## config.mk

```make
export PLATFORM = sky130hd
export DESIGN_NAME = shift_sequencer_flat
export DESIGN_NICKNAME = d
export VERILOG_FILES = /design/src/rtl/shift_sequencer_if.sv /design/src/rtl/shift_sequencer.sv /design/src/flat_wrapper.sv
export SDC_FILE = /design/constraint.sdc
export NUM_CORES = 1
export LEC_CHECK = 0
export ABC_AREA = 1
export CORE_MARGIN = 3
export CORE_UTILIZATION = 40
export DETAILED_ROUTE_END_ITERATION = 10
export MAX_ROUTING_LAYER = met4
export PLACE_DENSITY = 0.66
export SYNTH_ARGS = -nofsm -noshare
export SYNTH_HDL_FRONTEND = slang
export SYNTH_SLANG_ARGS = --single-unit
```

## constraint.sdc

```tcl
create_clock -name clock -period 2.72 [get_ports clock]
set_input_delay 0.816 -clock clock [delete_from_list [all_inputs] [get_ports clock]]
set_output_delay 0.816 -clock clock [all_outputs]
set_load 0.005 [all_outputs]
```

## src/rtl/shift_sequencer_if.sv

```systemverilog
// Operand, control and status bundle for shift_sequencer.
// Valid/ready: start is a request that is taken on a rising edge only while busy=0; no ready is returned.
interface shift_sequencer_if;
  logic        start;
  logic        flush;
  logic [1:0]  op;
  logic [31:0] data_in;
  logic [4:0]  shamt;
  logic        busy;
  logic        done;
  logic [31:0] result;
  logic [1:0]  state_dbg;

  modport master (
    output start, flush, op, data_in, shamt,
    input  busy, done, result, state_dbg
  );

  modport slave (
    input  start, flush, op, data_in, shamt,
    output busy, done, result, state_dbg
  );
endinterface

```

## src/rtl/shift_sequencer.sv

```systemverilog
// Multi-cycle 32-bit barrel-shift replacement: shifts up to two bit positions per clock
// until the captured shift amount is used up, then pulses done for one cycle.
module shift_sequencer (
  input  logic             clock,
  input  logic             reset_n,
  shift_sequencer_if.slave bus
);

  typedef enum logic [1:0] {
    IDLE  = 2'd0,
    SHIFT = 2'd1,
    DONE  = 2'd2
  } state_t;

  state_t      state, state_nx;
  logic [31:0] result_q, result_nx;
  logic [4:0]  rem_q, rem_nx;
  logic [1:0]  op_q, op_nx;
  logic        two_step;
  logic [4:0]  step_amt;
  logic [31:0] step_val;

  // One shift step of the working value; SRA replicates the current sign bit.
  always_comb begin
    two_step = (rem_q >= 5'd2);
    step_amt = two_step ? 5'd2 : 5'd1;
    case (op_q)
      2'b00:   step_val = two_step ? {result_q[29:0], 2'b00}
                                   : {result_q[30:0], 1'b0};
      2'b01:   step_val = two_step ? {{2{result_q[31]}}, result_q[31:2]}
                                   : {result_q[31], result_q[31:1]};
      default: step_val = two_step ? {2'b00, result_q[31:2]}
                                   : {1'b0, result_q[31:1]};
    endcase
  end

  always_comb begin
    state_nx  = state;
    result_nx = result_q;
    rem_nx    = rem_q;
    op_nx     = op_q;
    case (state)
      IDLE, DONE: begin
        // flush outranks start and leaves the held result alone.
        if (bus.flush) begin
          state_nx = IDLE;
        end else if (bus.start) begin
          result_nx = bus.data_in;
          op_nx     = bus.op;
          rem_nx    = bus.shamt;
          state_nx  = (bus.shamt == 5'd0) ? DONE : SHIFT;
        end else begin
          state_nx = IDLE;
        end
      end
      SHIFT: begin
        if (bus.flush) begin
          state_nx = IDLE;
        end else begin
          result_nx = step_val;
          rem_nx    = rem_q - step_amt;
          state_nx  = (rem_nx == 5'd0) ? DONE : SHIFT;
        end
      end
      default: state_nx = IDLE;
    endcase
  end

  always_ff @(posedge clock or negedge reset_n) begin
    if (!reset_n) begin
      state    <= IDLE;
      result_q <= 32'd0;
      rem_q    <= 5'd0;
      op_q     <= 2'b00;
    end else begin
      state    <= state_nx;
      result_q <= result_nx;
      rem_q    <= rem_nx;
      op_q     <= op_nx;
    end
  end

  assign bus.busy      = (state == SHIFT);
  assign bus.done      = (state == DONE);
  assign bus.result    = result_q;
  assign bus.state_dbg = state;

endmodule

```

## src/flat_wrapper.sv

```systemverilog
// flat-port wrapper written by rule: the top's interface ports become plain ports
module shift_sequencer_flat 
  (clock, reset_n, bus_start, bus_flush, bus_op, bus_data_in, bus_shamt, bus_busy, bus_done, bus_result, bus_state_dbg);
  shift_sequencer_if bus_i ();
  input  logic clock;
  input  logic reset_n;
  input wire logic [$bits(bus_i.start)-1:0] bus_start;
  input wire logic [$bits(bus_i.flush)-1:0] bus_flush;
  input wire logic [$bits(bus_i.op)-1:0] bus_op;
  input wire logic [$bits(bus_i.data_in)-1:0] bus_data_in;
  input wire logic [$bits(bus_i.shamt)-1:0] bus_shamt;
  output wire logic [$bits(bus_i.busy)-1:0] bus_busy;
  output wire logic [$bits(bus_i.done)-1:0] bus_done;
  output wire logic [$bits(bus_i.result)-1:0] bus_result;
  output wire logic [$bits(bus_i.state_dbg)-1:0] bus_state_dbg;
  assign bus_i.start = bus_start;
  assign bus_i.flush = bus_flush;
  assign bus_i.op = bus_op;
  assign bus_i.data_in = bus_data_in;
  assign bus_i.shamt = bus_shamt;
  assign bus_busy = bus_i.busy;
  assign bus_done = bus_i.done;
  assign bus_result = bus_i.result;
  assign bus_state_dbg = bus_i.state_dbg;
  shift_sequencer u_core (.clock(clock), .reset_n(reset_n), .bus(bus_i));
endmodule
```

==> impl_results.md <==
* Max frequency at 432.2 MHz
* Setup TNS at 0 ns
* Pre-Repair DR Iteration Count at 5
* Reg power frac at 29.0%
* GR Overflow Total at 0
* GR peak layer: met2
* Die area at 8800 sq um
* Compound-gate portion of the synthesized area at 9.899%
* FF+latch count, synth at 41
* Hold_buf cts at 0
* Fillers at 744
* Share of cells above drive strength 1 at 5.893%
* Startpoint Class: flip-flop
* Setup Skew at 0.004531 ns
* Via-per-instance ratio at 5.117
* CTS Buf Count at 5
* Mapped Cells at 489
* Hold Path Stages at 2
* Area growth, synth to finish at 29.86%
* Asr flop ratio synth at 100.0%
* Overall Power at 4.001 mW
* CTS Buffer Depth at 2
* Drt wl/cell at 13.56 um
* CTS root buffer: clkbuf_8
* CP arrival at 1.50 ns
* Hold Path Class: reg -> reg
* WP data required at 1.90 ns
* Max-cap viol count at 0
* CP Capture Type: output pin
* RSZ-0062 raised after global routing: no
* Maximum VDD drop at 0.0004767 V
* Worst Hold Slack at 0.5190 ns
* Yosys cell types at 28
* P_int at 2.145 mW
* Io pins at 79
* Setup bufs post-CTS at 0
* EDFF count, synth at 0
* Dominant cells by area after synthesis: dfrtp_1 (33%), nand2_1 (19%), nand3_1 (13%), inv_1 (7.9%), o21ai_0 (6.5%)
* Cells after DPL at 651
* Clk sinks at 41
* Final Non-Filler Cells at 659
* Min-delay src: u_core.bus.result[11]
* Top-count cell post-synth: nand2_1
* Vias in the first global route at 3298
* Standard-cell row count at 31
* DR iter-0 viols at 191
* LEAKAGE at 1.985 nW
* Post-Route WL at 8936 um
* R2r endpoint: u_core.bus.state_dbg[0]
* Post-synthesis simple-gate area fraction at 41.26%
* Adder-cell share of the synthesized area at 1.460%
* Post-synthesis mux area share at 0%
* Die Width at 93.81 um
* Syn nets at 535
* Ys flop type: dfrtp_1
* Cell depth of the worst flop-to-flop path at 10
* Initial core utilization at 41.85%
* DRC viols at 0
* Worst setup path class: reg -> out
* GP Congestion at 0.9256
* Worst-path clk slew at 0.08 ns
* ANT nets after route at 0
* Initial antenna violation count at 0
* HPWL after DPL at 6337 um
* Slew HR at 53.96%
* Largest net degree at the start of global routing at 54
* Total track usage at 21.54%
* PortBufs at 78
* Largest family of logic cells by synthesized area: simple AND/OR/NAND/NOR gates
* Die height at 93.81 um
* Met1 usage at 27.69%
* Worst Hold End: u_core.bus.result[11]
* Cell accounting for the most synthesized area: dfrtp_1
* Synth Area per Inst at 6.307 sq um
* Nets at 605
* Comb power frac at 60.9%
* Post-synthesis xor/xnor area fraction at 0.2840%
* Worst-path fanout max at 8
* Core ar. at 7370 sq um
* Post-Syn Area at 3084 sq um
* Crit share post-route at 85.06%
* Top cells by count, synth: nand2_1 (155), nand3_1 (80), inv_1 (65)
* Setup Viol. Count Final at 0
* P_sw at 1.856 mW
* Measured slew at the worst slew-check pin at 0.6899 ns
* Clock power frac at 10.1%
* Ant. Diodes at 0
* Final hold viol count at 0
* Warnings, synthesis at 0
* TritonCTS clock tree: built
* First-pass GRT wire length at 14920 um
* Outcome: complete, no violations
* Seq/Total Area, Yosys at 33.27%
* Top cell type's share of synthesized area at 33.27%
* Total power density per cell area at 999.0 nW/um^2
* Met2 usage at 34.06%
* Sw Share at 46.40%
* Period minus WS final at 2.314 ns
* Worst reg2reg path startpoint: u_core.rem_q[3]
* Post-CTS sizing at 0
* Skew-Pair Late Insertion Delay at 0.30 ns
* H-tree levels at 2
* Grt met3 use at 4.327%
* Pins Over Slew Limit at 0
* R2R setup slack at 0.67 ns
* DR vias at 3372
[power groups by stage]
stage / clock [mW] / combinational (mW) / sequential (mW)
6_report: 0.404 / 2.44 / 1.16
5_1_grt: 0.438 / 2.75 / 1.20
4_1_cts: 0.411 / 2.44 / 1.16
3_5_place_dp: 0 / 2.42 / 1.17
3_3_place_gp: 0 / 2.40 / 1.16
2_1_floorplan: 0 / 1.52 / 1.14
[worst max-delay path, cell delays in order (launching register included)]
cell	delay, ns
dfrtp_1	0.40
inv_1	0.11
nand2_4	0.12
inv_2	0.08
clkdlybuf4s50_1	0.49
[cell type report]
cell class | instances | area, sq um | area share [%]
Multi-Input combinational cell | 356 | 1632 | 40.74
Sequential cell | 41 | 1026 | 25.62
Timing Repair Buffer | 89 | 895.9 | 22.37
Inverter | 66 | 247.7 | 6.186
Tap cell | 99 | 123.9 | 3.093
Clock buffer | 8 | 80.08 | 1.999
[routing by layer]
metal | part of all wire, % | wire, um
met1 | 46 | 4114
met2 | 45 | 3977
met3 | 7.8 | 699
met4 | 1.6 | 144
met5 | 0 | 0
[logic make-up after synthesis]
logic type / after synthesis
compound gates: 58
xor+xnor: 1
fa+ha+maj: 3
buf+inv: 92
flops: 41
simple gates: 294
[per-stage QoR]
stage	setup slack (ns)	util [%]	cell area [sq um]
after CTS	0.3924	54.35	4005
after floorplan	0.6134	-	3084
after detailed placement	0.3546	53.26	3925
after global placement	0.4110	53.26	3925
after global routing	0.3476	54.35	4005
final	0.4063	54.35	4005
[sequential cells by signal, summed over array words and instances, names as in the netlist]
signal,count
u_core.bus.result,32
u_core.bus.state_dbg,2
u_core.op_q,2
u_core.rem_q,5
[placed cells by master, fill, tap and decap left out, drive strengths merged]
master,n
buf,12
a21boi,1
ha,2
nor3,1
or2,1
fa,1
xnor2,1
a21oi,5
a22oi,1
inv,66
clkbuf,8
nand3,80
nor2b,1
dfrtp,41
o211ai,2
clkdlybuf4s50,77
nand4,2
nand2,159
nor2,50
o21ai,49
[worst max-delay path by stage]
stage / startpoint / endpoint / slack [ns]
2_1_floorplan: u_core.rem_q[3] / u_core.bus.state_dbg[0] / 0.61
3_3_place_gp: bus_flush / u_core.bus.result[1] / 0.41
3_5_place_dp: bus_flush / u_core.bus.result[24] / 0.35
4_1_cts: u_core.bus.state_dbg[1] / bus_busy / 0.39
5_1_grt: u_core.bus.state_dbg[1] / bus_busy / 0.35
6_report: u_core.bus.state_dbg[1] / bus_busy / 0.41
No activity file was read; power rests on OpenSTA's default activity.
